$ cat src/rtl/psum_accum_wb.sv
// Partial-sum accumulator and write-back FIFO for the PE array output stream.
// Optional macro PSUM_RELU_EN clamps negative saturated results to zero.
module psum_accum_wb #(
    parameter int LANES      = 8,
    parameter int PSUM_W     = 20,
    parameter int ACC_W      = 28,
    parameter int OUT_W      = 8,
    parameter int TILE_LEN   = 16,
    parameter int FIFO_DEPTH = 4,
    parameter int TILE_W     = 8
) (
    input  logic                        clk,
    input  logic                        rst,
    input  logic                        start,
    input  logic                        p_valid,
    input  logic                        last_chanel,
    input  logic                        end_conv,
    input  logic [LANES*PSUM_W-1:0]     psum_in,
    output logic                        ofm_valid,
    input  logic                        ofm_ready,
    output logic [LANES*OUT_W-1:0]      ofm_data,
    output logic [$clog2(TILE_LEN)-1:0] ofm_idx,
    output logic [TILE_W-1:0]           ofm_tile,
    output logic                        tile_done,
    output logic                        done,
    output logic                        busy,
    output logic                        ovf_err
);

    localparam int IDX_W = $clog2(TILE_LEN);
    localparam int PTR_W = $clog2(FIFO_DEPTH);
    localparam int CNT_W = PTR_W + 1;
    localparam int DAT_W = LANES * OUT_W;
    localparam int E_W   = DAT_W + IDX_W + TILE_W;

    localparam logic signed [ACC_W-1:0] SAT_HI =
        ACC_W'((1 << (OUT_W - 1)) - 1);
    localparam logic signed [ACC_W-1:0] SAT_LO = ~SAT_HI;

    typedef enum logic [1:0] {
        S_IDLE,
        S_RUN,
        S_DRAIN
    } state_t;

    state_t r_state;
    state_t w_next;

    logic [IDX_W-1:0]       r_idx;
    logic                   r_first;
    logic [TILE_W-1:0]      r_tile;
    logic                   r_tile_done;
    logic                   r_ovf;
    logic [LANES*ACC_W-1:0] r_acc [TILE_LEN];

    logic [E_W-1:0]   r_mem [FIFO_DEPTH];
    logic [PTR_W-1:0] r_wp;
    logic [PTR_W-1:0] r_rp;
    logic [CNT_W-1:0] r_cnt;

    logic                   w_beat;
    logic                   w_wrap;
    logic                   w_empty;
    logic                   w_full;
    logic                   w_pop;
    logic                   w_push;
    logic                   w_push_ok;
    logic [LANES*ACC_W-1:0] w_acc_rd;
    logic [LANES*ACC_W-1:0] w_sum_all;
    logic [DAT_W-1:0]       w_sat_all;
    logic [E_W-1:0]         w_head;

    assign w_beat   = (r_state == S_RUN) && p_valid && !start;
    assign w_wrap   = (r_idx == IDX_W'(TILE_LEN - 1));
    assign w_acc_rd = r_acc[r_idx];

    // first_pass masks stale accumulator contents
    for (genvar g = 0; g < LANES; g++) begin : g_lane
        logic signed [ACC_W-1:0] w_ext;
        logic signed [ACC_W-1:0] w_prev;
        logic signed [ACC_W-1:0] w_sum;
        logic [OUT_W-1:0]        w_sat;

        assign w_ext  = ACC_W'($signed(psum_in[g*PSUM_W +: PSUM_W]));
        assign w_prev = r_first ? '0 : w_acc_rd[g*ACC_W +: ACC_W];
        assign w_sum  = w_prev + w_ext;

        always_comb begin
            if (w_sum > SAT_HI) begin
                w_sat = SAT_HI[OUT_W-1:0];
            end else if (w_sum < SAT_LO) begin
                w_sat = SAT_LO[OUT_W-1:0];
            end else begin
                w_sat = w_sum[OUT_W-1:0];
            end
`ifdef PSUM_RELU_EN
            if (w_sat[OUT_W-1]) begin
                w_sat = '0;
            end
`endif
        end

        assign w_sum_all[g*ACC_W +: ACC_W] = w_sum;
        assign w_sat_all[g*OUT_W +: OUT_W] = w_sat;
    end

    always_ff @(posedge clk) begin
        if (rst) begin
            r_state <= S_IDLE;
        end else begin
            r_state <= w_next;
        end
    end

    always_comb begin
        w_next = r_state;
        if (start) begin
            w_next = S_RUN;
        end else begin
            unique case (r_state)
                S_IDLE:  w_next = S_IDLE;
                S_RUN:   if (end_conv) w_next = S_DRAIN;
                S_DRAIN: if (w_empty) w_next = S_IDLE;
                default: w_next = S_IDLE;
            endcase
        end
    end

    always_comb begin
        busy = (r_state != S_IDLE);
        done = (r_state == S_DRAIN) && w_empty;
    end

    always_ff @(posedge clk) begin
        if (w_beat && !last_chanel) begin
            r_acc[r_idx] <= w_sum_all;
        end
    end

    always_ff @(posedge clk) begin
        if (rst || start) begin
            r_idx       <= '0;
            r_first     <= 1'b1;
            r_tile      <= '0;
            r_tile_done <= 1'b0;
            r_ovf       <= 1'b0;
        end else begin
            r_tile_done <= w_beat && last_chanel && w_wrap;
            if (w_beat) begin
                r_idx <= w_wrap ? '0 : r_idx + 1'b1;
                if (w_wrap) begin
                    r_first <= last_chanel;
                    if (last_chanel) begin
                        r_tile <= r_tile + 1'b1;
                    end
                end
            end
            if (w_push && !w_push_ok) begin
                r_ovf <= 1'b1;
            end
        end
    end

    assign w_empty = (r_cnt == '0);
    assign w_full  = (r_cnt == CNT_W'(FIFO_DEPTH));
    assign w_pop   = !w_empty && ofm_ready;
    assign w_push  = w_beat && last_chanel;
    // a same-cycle pop frees the slot for a push into a full FIFO
    assign w_push_ok = w_push && (!w_full || w_pop);

    always_ff @(posedge clk) begin
        if (w_push_ok) begin
            r_mem[r_wp] <= {w_sat_all, r_idx, r_tile};
        end
    end

    always_ff @(posedge clk) begin
        if (rst || start) begin
            r_wp  <= '0;
            r_rp  <= '0;
            r_cnt <= '0;
        end else begin
            if (w_push_ok) r_wp <= r_wp + 1'b1;
            if (w_pop)     r_rp <= r_rp + 1'b1;
            unique case ({w_push_ok, w_pop})
                2'b10:   r_cnt <= r_cnt + 1'b1;
                2'b01:   r_cnt <= r_cnt - 1'b1;
                default: r_cnt <= r_cnt;
            endcase
        end
    end

    assign w_head    = r_mem[r_rp];
    assign ofm_valid = !w_empty;
    assign ofm_data  = ofm_valid ? w_head[E_W-1 -: DAT_W] : '0;
    assign ofm_idx   = ofm_valid ? w_head[IDX_W+TILE_W-1 -: IDX_W] : '0;
    assign ofm_tile  = ofm_valid ? w_head[TILE_W-1:0] : '0;
    assign tile_done = r_tile_done;
    assign ovf_err   = r_ovf;

endmodule

$ cat config.mk
export PLATFORM = sky130hd
export DESIGN_NAME = psum_accum_wb
export DESIGN_NICKNAME = d
export VERILOG_FILES = /design/src/rtl/psum_accum_wb.sv
export SDC_FILE = /design/constraint.sdc
export NUM_CORES = 2
export LEC_CHECK = 0
export CORE_AREA = 4 4 736 738
export DETAILED_ROUTE_END_ITERATION = 8
export DIE_AREA = 0 0 740 742
export SLEW_MARGIN = 10
export SYNTH_ARGS = -nofsm -noshare
export SYNTH_HDL_FRONTEND = slang
export SYNTH_SLANG_ARGS = --single-unit
export TNS_END_PERCENT = 30
$ cat constraint.sdc
create_clock -name clk -period 20.6 [get_ports clk]
set_clock_uncertainty 0.1 [all_clocks]
set_input_delay 2.06 -clock clk [delete_from_list [all_inputs] [get_ports clk]]
set_output_delay 2.06 -clock clk [all_outputs]
set_load 0.01 [all_outputs]
# Word level (Yosys, flattened, before mapping)
# Memory sizes are Yosys's and may differ from the RTL's. A register that Yosys moved wholly into a read port is not among the register bits.
# Index checks and enable logic that the tools add are counted.
# totals
ff_bits,24
mem_bits_rw,3888
in_bits,167
output_inout_bits,81
word_cells,117
n_memories,2
# op_classes
addsub,14
n_lt_le_gt_ge,16
eq_ne,10
n_mux,41
reduce_logical,24
# mem_list
memory,depth,word_bits,read_ports,rd_clocked_by_memory_dff,wr,line,text
r_acc,16,224,1,1,1,54,logic [LANES*ACC_W-1:0] r_acc [TILE_LEN];
r_mem,4,76,1,1,1,56,logic [E_W-1:0] r_mem [FIFO_DEPTH];
# op_table
operator,n
28-bit by 20-bit adder with 28-bit output,8
"28-bit by 8-bit greater-than comparator with 1-bit output, second input constant",8
"28-bit by 8-bit less-than comparator with 1-bit output, second input constant",8
28-bit 2-to-1 mux,8
8-bit 2-to-1 mux,17
64-bit 2-to-1 mux,1
4-bit 2-to-1 mux,4
1-bit logical AND,9
"8-bit by 1-bit adder with 8-bit output, second input constant",1
2-bit 2-to-1 mux,4
"3-bit inequality test, second input constant",2
3-bit case mux with 2 select lines,1
2-bit AND reduction,3
1-bit zero test,5
1-bit 2-to-1 mux,5
"2-bit by 1-bit adder with 2-bit output, second input constant",2
"4-bit by 1-bit adder with 4-bit output, second input constant",1
"2-bit by 1-bit equality test with 1-bit output, second input constant",2
"2-bit equality test, second input constant",2
"4-bit equality test, second input constant",1
"2-bit inequality test, second input constant",2
2-bit case mux with 2 select lines,1
2-bit nonzero test,2
"3-bit by 1-bit adder with 3-bit output, second input constant",1
6 further kinds,7

# Logic depth before layout (Yosys ltp)
# depth
ltp_word,7
ltp_mapped,22
ltp_nobuf,17

# Worst setup path before layout
# No wires, ideal clock.
# synth_timing
path_kind,input -> register
from,in p_valid
to,mem r_acc[0][0] (netlist bit) (enable)
setup_ns,1.082
t_arrival_ns,17.675
required_time_ns,19.418
setup_slack_ns,1.742
stages,4
path_buffers,0
path_cell_list,nand2_1 nor3_1 nand2_1 nor3_1
# synth_between
elab_chain_len,5
# synth_lines
element,line,text
from (decl),15,"input logic p_valid,"
1-bit logical AND (2 in series),73,assign w_beat = (r_state == S_RUN) && p_valid && !start;
1-bit logical AND,135,if (w_beat && !last_chanel) begin
1-bit 2-to-1 mux,135,
1-bit 2-to-1 mux (not written as such),136,r_acc[r_idx] <= w_sum_all;
to (decl),54,
# Every way passes these cells.

==> results_dict.tcl <==
set metrics [dict create \
    status "completed" \
    die_y_um 742 \
    fin_nets 8486 \
    yosysWarnings 0 \
    dp_hpwl_mm 229 \
    vias 79529 \
    drtAntennaViolNets 0 \
    drtIter0Drc 8392 \
    crit_type "reg -> reg" \
    clk_pin_slew_ns 0.07 \
    rsz0062_at_grt "false" \
    synth_cell_types 81 \
    worstMarginPinSlew_ns 1.30 \
    finalSetupViolations 0 \
    wl_per_cell_um 26.8 \
    synth-edff-count 3888 \
    seqPwrFrac 0.537 \
    synth_area_leaders "edfxtp_1 (73%), mux4_2 (17%), ha_1 (1.8%)" \
    required_ns 21.21 \
    r2r_setup_slack_ns 10.62 \
    holdCritStartpoint "ovf_err" \
    die_area_um2 549000 \
    powerDensity_nw_per_um2 88.2 \
    drc 0 \
    clock_path_buffers 4 \
    end_kind "register" \
    boundaryPins 248 \
    netSwitchingPower_mw 3.34 \
    synth_top_flop_cell "edfxtp_1" \
    fin_crit_ns 9.98 \
    p_int_mw 13.0 \
    hold_buffers 0 \
    grt_max_degree 121 \
    die_w_um 740 \
    grt_pass1_vias 81862 \
    hp-class "reg -> reg" \
    ys_seq_elements 3918 \
    yosys-top-cells-count "edfxtp_1 (3888), mux4_2 (1193), nor2b_1 (234)" \
    antenna_found_initial 37 \
    syn_area_um2 160000 \
    cts_tree "built" \
    yosys.area_share.simple 0.0294 \
    grt_pass1_wl_mm 599 \
    swShare 0.204 \
    synth_top_area_share 0.730 \
    synth_fa_ha_area_frac 0.0187 \
    combPwrFrac 0.027 \
    holdWs_ns 0.377 \
    ys_seq_area_frac 0.733 \
    worstReg2RegEnd "r_mem[1][24]" \
    start_util 0.299 \
    crit_path_max_fanout 120 \
    core_area_um2 535000 \
    min_to "ovf_err" \
    postSynthCellCount 7581 \
    cts_resized 0 \
    port_buffers 247 \
    cts.sinks 3918 \
    grt.overflow.total 0 \
    tns_ns 0 \
    syn_nets 7982 \
    synthArstFlopShare 0 \
    irDropWorstVdd_v 0.0000704 \
    postCtsSetupBuffers 0 \
    std_cell_rows 269 \
    synth.area.mux_share 0.168 \
    synth.most_common_cell "edfxtp_1" \
    synth_top_family_by_area "multiplexers" \
    finalWirelength_mm 418 \
    post-route-util 0.346 \
    drive_above_1_share 0.248 \
    synth_compound_area_frac 0.0269 \
    post-route-period-util 0.485 \
    finalHoldViolations 0 \
    clock_latency_ns 0.95 \
    numCtsBuffers 392 \
    critical_path_arrival_ns 10.59 \
    vias_per_cell 5.10 \
    yosys.area.top_type "edfxtp_1" \
    crit_path_start_kind "register" \
    p_clk_frac 0.436 \
    grtUsageTotal 0.148 \
    drtPass1Iterations 6 \
    syn_area_per_cell_um2 21.1 \
    leakage_nw 56.8 \
    ff2ff_path_depth 19 \
    max_cap_viol_count 0 \
    h-tree-depth 5 \
    place.gp.congestion 0.827 \
    fmax_mhz 100 \
    synthXorXnorAreaFrac 0.0120 \
    drv_slew 0 \
    cts-root-buf "clkbuf_16" \
    area_delta_synth_final_pct 15.9 \
    hold_depth 2 \
    relSlewSlack 0.130 \
]
[registers in the layout, indices dropped and copies added (netlist names), named ones only]
register / count
r_tile: 8
r_first: 1
r_idx: 4
ovf_err: 1
tile_done: 1
r_rp: 2
r_mem: 304
r_state: 2
r_acc: 3584
r_wp: 2
r_cnt: 3
[layout by cell type (no fill, tap or decap), types with 45 or more instances in the layout]
cell             Yosys  final
and2_1              96     92
nor2_1             133    121
xor2_1              93     82
clkbuf_16            0    394
nand3_1             45     45
a21oi_1            181    181
nor2b_1            234    234
o21ai_0            133    133
clkinv_1             0     75
mux4_2            1193   1193
ha_1               225    225
clkdlybuf4s50_1      0    247
inv_1              155    155
edfxtp_1          3888   3888
a21o_1             109    109
clkinv_2             0     75
nand2_1            150    150
xnor2_2              0     49
xnor2_1            127     78
buf_4                0    157
clkbuf_1           225     63
[through the flow]
stage / instance area, um2 / worst slack [ns] / std cells / total power [mW]
after floorplan: 160000 / 1.74 / 7581 / 9.21
after global placement: 172000 / 10.84 / 14871 / 9.37
after detailed placement: 172000 / 10.76 / 14872 / 9.39
after CTS: 185000 / 10.77 / 15583 / 16.5
after global routing: 186000 / 10.21 / 15587 / 16.9
final: 186000 / 10.62 / 15593 / 16.4
[power by group through the flow]
stage / logic, mW / registers [mW] / clock network (mW)
after floorplan: 0.259 / 8.95 / 0
after global routing: 0.481 / 8.77 / 7.65
after CTS: 0.443 / 8.78 / 7.31
after global placement: 0.423 / 8.94 / 0
after detailed placement: 0.442 / 8.95 / 0
final: 0.441 / 8.78 / 7.14
[metal layers]
layer | GRT usage | routed length [um] | up-vias
met3 | 0.0217 | 26600 | 603
met5 | 0 | 113 | -
met4 | 0.0371 | 10500 | 18
li1 | - | - | 32760
met2 | 0.249 | 207000 | 2938
met1 | 0.201 | 173000 | 43210
[cells by family after synthesis]
family          Yosys count
fa+ha+maj               234
compound gates          661
simple gates            870
flops                  3918
buf+inv                 478
mux                    1200
xor+xnor                220
[area by class of cell]
class                   instances  area [um2]
fillers                     49201      350000
flip-flops and latches       3918      117000
multi-input cells            3185       41500
clock buffers                 457       10100
well taps                    7181        8980
repair buffers                433        4220
clock inverters               254        2750
inverters                     155         582
diodes                         10        25.0
[critical path, stage by stage, from the launching register on]
cell,delay [ns]
dfxtp_4,0.68
buf_4,0.76
buf_12,0.58
buf_4,0.87
buf_4,0.65
mux4_2,0.41
mux4_2,0.48
nor2b_1,0.15
ha_1,0.42
nand3_1,0.14
nor4_1,0.38
o21ai_0,0.26
a21oi_1,0.37
xor2_1,0.95
nor4b_1,0.33
and4_1,0.24
nand4_1,0.11
nor4_1,0.49
a41oi_1,0.58
a21oi_1,0.51
[how the worst max path moves through the flow]
| stage | startpoint | end | slack [ns] | cells after the start |
|---|---|---|---|---|
| 6_report | register | r_mem[1][24] | 10.62 | 19 |
| 5_1_grt | register | r_mem[1][24] | 10.21 | 19 |
| 4_1_cts | register | r_mem[0][15] | 10.77 | 19 |
| 3_5_place_dp | register | r_mem[3][15] | 10.76 | 19 |
| 3_3_place_gp | register | r_mem[0][15] | 10.84 | 18 |
| 2_1_floorplan | p_valid | r_acc[0][0] | 1.74 | 4 |
Note: power is estimated with default switching activity, not from simulation.
